--- src/rtl/qcm_pkg.sv ---
// Shared definitions for the quantum control sequencer slice:
// gate codes and the per-gate sequencer state encoding.
package qcm_pkg;

  localparam logic [1:0] GATE_H    = 2'd0;
  localparam logic [1:0] GATE_P    = 2'd1;
  localparam logic [1:0] GATE_CNOT = 2'd2;
  localparam logic [1:0] GATE_MEAS = 2'd3;

  typedef enum logic [3:0] {
    S_IDLE,
    S_CHECK,
    S_LD_B2,
    S_ALPHA_REQ,
    S_ALPHA_WAIT,
    S_MEAS_REQ,
    S_MEAS_WAIT,
    S_LD_B,
    S_DONE
  } seq_state_t;

endpackage

--- src/rtl/module_gate_sequencer.sv ---
// Per-gate control sequencer: accepts one decoded gate, validates it and
// issues basis-index load strobes and alpha/measurement requests in order.
module module_gate_sequencer
  import qcm_pkg::*;
#(
  parameter int unsigned num_qubit = 3,
  parameter int unsigned CNT_W     = 16
) (
  input  logic             clk,
  input  logic             rst_new,
  input  logic             flush,
  input  logic             gate_valid,
  output logic             gate_ready,
  input  logic [1:0]       gate_type,
  input  logic [31:0]      gate_pos,
  input  logic [31:0]      gate_pos2,
  output logic             alpha_start,
  input  logic             alpha_done,
  input  logic             alpha_zero,
  output logic             meas_start,
  input  logic             meas_done,
  output logic             ld_basis_index,
  output logic             ld_basis_index2,
  output logic             initial_alpha_zero,
  output logic [1:0]       reg_gate_type,
  output logic [31:0]      reg_qubit_pos,
  output logic [31:0]      reg2_qubit_pos,
  output logic [31:0]      reg_qubit_pos2,
  output logic             gate_done,
  output logic             gate_err,
  output logic [CNT_W-1:0] gate_count
);

  seq_state_t state, state_next;
  logic       accept;
  logic       gate_bad;

  assign reg2_qubit_pos = reg_qubit_pos;

  always_comb begin
    accept   = gate_valid && gate_ready && !flush;
    gate_bad = (reg_qubit_pos >= num_qubit) ||
               ((reg_gate_type == GATE_CNOT) &&
                ((reg_qubit_pos2 >= num_qubit) || (reg_qubit_pos == reg_qubit_pos2)));
  end

  always_comb begin
    state_next = state;
    unique case (state)
      S_IDLE:       if (accept) state_next = S_CHECK;
      S_CHECK: begin
        if (gate_bad) begin
          state_next = S_IDLE;
        end else begin
          unique case (reg_gate_type)
            GATE_H:    state_next = S_LD_B2;
            GATE_P:    state_next = S_ALPHA_REQ;
            GATE_CNOT: state_next = S_LD_B;
            default:   state_next = S_MEAS_REQ;
          endcase
        end
      end
      S_LD_B2:      state_next = S_ALPHA_REQ;
      S_ALPHA_REQ:  state_next = S_ALPHA_WAIT;
      S_ALPHA_WAIT: if (alpha_done) state_next = S_LD_B;
      S_MEAS_REQ:   state_next = S_MEAS_WAIT;
      S_MEAS_WAIT:  if (meas_done) state_next = S_LD_B;
      S_LD_B:       state_next = S_DONE;
      S_DONE:       state_next = S_IDLE;
      default:      state_next = S_IDLE;
    endcase
    if (flush) state_next = S_IDLE;
  end

  always_ff @(posedge clk or posedge rst_new) begin
    if (rst_new) begin
      state <= S_IDLE;
    end else begin
      state <= state_next;
    end
  end

  // Strobes are decoded from the next state so each one is a clean register output.
  always_ff @(posedge clk or posedge rst_new) begin
    if (rst_new) begin
      gate_ready      <= 1'b1;
      ld_basis_index2 <= 1'b0;
      alpha_start     <= 1'b0;
      meas_start      <= 1'b0;
      ld_basis_index  <= 1'b0;
      gate_done       <= 1'b0;
      gate_err        <= 1'b0;
      gate_count      <= '0;
    end else begin
      gate_ready      <= (state_next == S_IDLE);
      ld_basis_index2 <= (state_next == S_LD_B2);
      alpha_start     <= (state_next == S_ALPHA_REQ);
      meas_start      <= (state_next == S_MEAS_REQ);
      ld_basis_index  <= (state_next == S_LD_B);
      gate_done       <= (state_next == S_DONE);
      gate_err        <= (state == S_CHECK) && gate_bad && !flush;
      if (state_next == S_DONE) gate_count <= gate_count + CNT_W'(1);
    end
  end

  always_ff @(posedge clk or posedge rst_new) begin
    if (rst_new) begin
      reg_gate_type      <= '0;
      reg_qubit_pos      <= '0;
      reg_qubit_pos2     <= '0;
      initial_alpha_zero <= 1'b0;
    end else if (accept) begin
      reg_gate_type      <= gate_type;
      reg_qubit_pos      <= gate_pos;
      reg_qubit_pos2     <= gate_pos2;
      initial_alpha_zero <= 1'b0;
    end else if ((state == S_ALPHA_WAIT) && alpha_done && !flush) begin
      initial_alpha_zero <= alpha_zero;
    end
  end

endmodule

--- config.mk ---
export PLATFORM = sky130hd
export DESIGN_NAME = module_gate_sequencer
export DESIGN_NICKNAME = d
export VERILOG_FILES = /design/src/rtl/qcm_pkg.sv /design/src/rtl/module_gate_sequencer.sv
export SDC_FILE = /design/constraint.sdc
export NUM_CORES = 1
export LEC_CHECK = 0
export CELL_PAD_IN_SITES_DETAIL_PLACEMENT = 2
export CELL_PAD_IN_SITES_GLOBAL_PLACEMENT = 2
export CORE_MARGIN = 2
export CORE_UTILIZATION = 28
export CTS_CLUSTER_SIZE = 28
export DETAILED_ROUTE_END_ITERATION = 8
export PLACE_DENSITY_LB_ADDON = 0.1
export SLEW_MARGIN = 10
export SYNTH_ARGS = -nofsm -noshare
export SYNTH_HDL_FRONTEND = slang
export SYNTH_SLANG_ARGS = --single-unit
--- constraint.sdc ---
create_clock -name clk -period 4.9 [get_ports clk]
set_input_delay 1.225 -clock clk [delete_from_list [all_inputs] [get_ports clk]]
set_output_delay 1.225 -clock clk [all_outputs]
set_load 0.05 [all_outputs]
Word level (Yosys, flattened, before mapping)
Cells that the tools add are included.
- memories: 0
- memory bits (writable): 0
- input port bits: 73
- register bits: 94
- bits in read-only memories: 0
- bits in latches: 0
- multipliers: 0
- reduce and logical (&&, ||, !) cells: 14
- shift-type cells: 0
- div/mod/pow operators: 0
- bitwise gates (word level): 0
- eq/ne operators: 15
- $lt $le $gt $ge: 2
- add/subtract/negate cells: 1
- muxes and demuxes: 9
- operators with widths (kind ; count):
    32-bit by 2-bit >= comparator with 1-bit output (second input constant) ; 2
    32-bit equality test ; 1
    4-bit one-hot mux with 8 select lines ; 1
    4-bit by 3-bit equality test with 1-bit output (second input constant) ; 6
    16-bit by 1-bit adder with 16-bit output (second input constant) ; 1
    4-bit by 2-bit equality test with 1-bit output (second input constant) ; 4
    4-bit two-way mux ; 4
    3-bit one-hot mux with 3 select lines ; 1
    4-bit zero test ; 2
    1-bit logical AND ; 7
    4-bit by 1-bit equality test with 1-bit output (second input constant) ; 1
    4-bit equality test (second input constant) ; 1
    3-bit two-way mux ; 1
    2-bit by 1-bit equality test with 1-bit output (second input constant) ; 1
    2-bit equality test (second input constant) ; 1
    2-bit zero test ; 1
    1-bit logical OR ; 2
    1-bit two-way mux ; 2
    2-bit nonzero test ; 1
    1-bit zero test ; 1

Depth between registers and ports, before layout
- word-level depth: 8
- depth in mapped cells: 7
- mapped depth without buffers: 7

Worst setup path before layout
Ideal clock, no wire load.
- kind: in2reg
- from: input port flush
- to: register gate_count[13]
- data arrival time: 2.563 ns
- library setup time: 0.141 ns
- buffers on the path: 1
- setup slack: 2.196 ns
- required time: 4.759 ns
- stages on the path: 7
- path through: or2_1 buf_2 nor4_4 and2_1 and4_1 nand3_1 xnor2_1
- cells in the longest elaborated chain, start to end: 6
- ends and longest elaborated chain (what ; RTL line ; text):
    start: declaration ; module_gate_sequencer.sv:11 ; input logic flush,
    1-bit zero test ; module_gate_sequencer.sv:41 ; accept = gate_valid && gate_ready && !flush;
    1-bit logical AND ; module_gate_sequencer.sv:41 ;
    4-bit two-way mux ; module_gate_sequencer.sv:50 ; S_IDLE: if (accept) state_next = S_CHECK;
    4-bit one-hot mux with 8 select lines ; module_gate_sequencer.sv:49 ; unique case (state)
    4-bit two-way mux (*) ; module_gate_sequencer.sv:72 ; if (flush) state_next = S_IDLE;
    4-bit equality test (*) ; module_gate_sequencer.sv:102 ; if (state_next == S_DONE) gate_count <= gate_count + CNT_W'(1);
    end signal: assignment ; module_gate_sequencer.sv:102 ;
    end: declaration ; module_gate_sequencer.sv:31 ; output logic [CNT_W-1:0] gate_count
Mark *: on every way between the ends. The rest lies on a longest branch, timed or not.
A chain may end at the register's enable or synchronous reset.

Final worst setup path
- from: input port flush
- to: register ld_basis_index2
- cells in the longest elaborated chain, start to end: 6
- ends and longest elaborated chain (what ; RTL line ; text):
    1-bit zero test ; module_gate_sequencer.sv:41 ;
    1-bit logical AND ; module_gate_sequencer.sv:41 ;
    4-bit two-way mux ; module_gate_sequencer.sv:50 ;
    4-bit one-hot mux with 8 select lines ; module_gate_sequencer.sv:49 ;
    4-bit two-way mux (*) ; module_gate_sequencer.sv:72 ;
    4-bit by 2-bit equality test with 1-bit output (*) ; module_gate_sequencer.sv:96 ; ld_basis_index2 <= (state_next == S_LD_B2);
    end signal: assignment ; module_gate_sequencer.sv:96 ;
    end: declaration ; module_gate_sequencer.sv:23 ; output logic ld_basis_index2,
Marked as above.

==> results.yml <==
setup_path:
  critical_path_required_ns: 5.11
  crit-reg2reg-capture: "ld_basis_index2"
  endpoint_kind: "flip-flop"
  crit_path_end: "ld_basis_index2"
  cp_num_buf_inv: 1
  critPathLaunchType: "input port"
  worstSetupStartpoint: "flush"
  reg2reg_depth: 6
  r2r_slack_ns: 2.32
  worstSetupPathDepth: 7
  path_class: "input port to flip-flop"
  path_max_fanout: 28
  r2r_start: "reg2_qubit_pos[20]"
  cpMaxStageDelayCell: "and3b_4"
  crit_chain: "clkdlybuf4s50_1 > and3b_4 > nor3_1 > a2111oi_0 > a21oi_1 > and2_1 > nor4b_2"
  critical-path-top-delay-family: "simple AND/OR/NAND/NOR gates"
  worstPathArrival_ns: 3.49
  cpPeakStageDelay_ns: 0.64
sta:
  fin_ws_ns: 1.62
  tns_ns: 0
  period_share_pct: 66.9
  setup_viol_count_final: 0
  max_freq_mhz: 305
  grt_setup_unrepaired: "no"
  worst_pin_slew_ns: 0.583
  period_needed_ns: 3.28
  max_slew_margin_pct: 61.1
  hold_viol: 0
  clock-skew-final_ns: 0.00488
  slew_viol_final: 0
outcome:
  status: "finished, final reports clean"
clock_network:
  clock_path_buffers: 2
  cts_buffers: 9
  clkSlewWorstSetupHoldPaths_ns: 0.06
  insertion_delay_ns: 0.34
  cts_setup_buffers: 0
  cts_root_buffer: "clkbuf_16"
  cts_tree: "done"
  htreeDepth: 3
  cts_sinks: 94
  cts_resized: 0
  cts_hold_buf: 0
yosys:
  syn-cell-area_um2: 4490
  synth-seq-cells: 94
  synth_edf_count: 0
  syn-num-nets: 425
  async_flop_share_pct: 100
  synth_top_area_share_pct: 51.8
  yosys-top-cells-area: "dfrtp_1 (52%), mux2_2 (17%), xor2_1 (7.2%)"
  yosys_warnings: 0
  syn_avg_cell_area_um2: 12.8
  synthCells: 351
  synth.distinct_cells: 43
  netlist_top_cells_count: "dfrtp_1 (93), mux2_2 (66), xor2_1 (37)"
  synth_seq_area_share_pct: 52.4
  synth.most_common_cell: "dfrtp_1"
  dominantRegCellSynth: "dfrtp_1"
  yosys.area.top_type: "dfrtp_1"
min_path:
  hold_path_class: "flip-flop to flip-flop"
routing:
  viasPerCell: 4.68
  drt-wirelength-per-cell_um: 20.5
  first_pass_iters: 4
  antenna_left: 0
  wl_um: 15100
  route.detailed.drc: 0
  drt_iter0_drc: 99
  dr_total_vias: 3451
floorplan:
  coreArea_um2: 15800
  fp.dieH_um: 131
  die_w_um: 131
  dieArea_um2: 17100
  ios: 195
  start_util_pct: 28.5
  rows: 46
place:
  hpwl_um: 11500
  place_area_um2: 6450
  portBuffers: 194
  gp_congestion: 0.761
  place_ws_ns: 1.33
grt:
  grt-ovfl-total: 0
  antenna_found_initial: 0
  grt_max_degree: 45
  grt_pass1_wl_um: 23000
  globalRouteTotalUtil_pct: 18.4
  grt_pass1_vias: 3788
pwr:
  p_leak_nw: 2.70
  vdd_ir_drop_max_mv: 0.176
  p_per_area_nw_per_um2: 429
finish:
  insertedDiodeCount: 0
  fin_util_pct: 42.9
  final_net_count: 591
  synthToLayoutAreaGrowth_pct: 50.7
  drive_gt1_share_pct: 18.6
  final_cell_area_um2: 6760
flow_run:
  maxCapViolCount: 0
[cells in the final DEF (no fill, tap or decap), types with 8 or more instances in the layout]
cell type / netlist / final
clkbuf_16: 0 / 9
clkdlybuf4s50_1: 0 / 194
dfrtp_1: 93 / 93
mux2_2: 66 / 66
nand2_1: 8 / 8
nor2_1: 8 / 8
nor4_1: 19 / 19
xnor2_1: 10 / 10
xor2_1: 37 / 37
[kinds of logic after synthesis]
kind of cell / after synthesis / synth area share [%]
and+or+nand+nor: 77 / 11.0
AOI/OAI and AO/OA: 20 / 3.65
muxes: 68 / 17.0
DFF: 94 / 52.4
xor gates and xnor gates: 47 / 9.17
adders and majority gates: 1 / 0.279
buffers and inverters: 44 / 6.47
[metrics by stage]
stage / total power, mW / cells / hold WS (ns)
global placement: 2.15 / 722 / 0.468
global route: 3.04 / 738 / 0.514
finish: 2.90 / 738 / 0.481
CTS: 2.95 / 738 / 0.484
floorplan: 1.76 / 351 / 0.604
detailed placement: 2.16 / 722 / 0.473
[metal layers]
| layer | part of all wire, % | up-vias | GRT usage [%] | wire (um) |
|---|---|---|---|---|
| met5 | 0 | - | 0 | 0 |
| li1 | - | 1561 | - | - |
| met4 | 1.2 | 0 | 4.82 | 187 |
| met1 | 44 | 1761 | 24.9 | 6700 |
| met3 | 6.2 | 16 | 5.09 | 932 |
| met2 | 48 | 113 | 29.2 | 7300 |
[cell type report]
cell class	instances	area, um^2
multi-input combinational	213	1850
sequential	94	2350
clock inverter	4	70.1
fill	1594	9010
tap	216	270
inverter	2	10.0
clock buffer	12	246
timing repair buffer	197	1960
[sequential cells by signal (all words and copies together) (netlist names)]
signal / count
reg2_qubit_pos: 32
reg_qubit_pos2: 32
gate_count: 16
state: 4
reg_gate_type: 2
alpha_start: 1
gate_done: 1
gate_err: 1
gate_ready: 1
initial_alpha_zero: 1
ld_basis_index: 1
ld_basis_index2: 1
meas_start: 1
[report_power, final]
| part | leakage [nW] | switching, mW | internal [mW] | total, mW |
|---|---|---|---|---|
| Clock | 0.157 | 0.303 | 0.460 | 0.763 |
| Sequential | 1.16 | 0.163 | 0.872 | 1.03 |
| Combinational | 1.39 | 0.697 | 0.406 | 1.10 |
[worst min path at each step]
stage	from	end	slack, ns	cells after the start
6_report	gate_count[15]	gate_count[15]	0.48	1
5_1_grt	gate_count[15]	gate_count[15]	0.51	1
4_1_cts	gate_count[15]	gate_count[15]	0.48	1
3_5_place_dp	gate_count[15]	gate_count[15]	0.47	1
3_3_place_gp	gate_count[15]	gate_count[15]	0.47	1
2_1_floorplan	state[3]	gate_err	0.60	2
(Power assumes the default switching activity.)
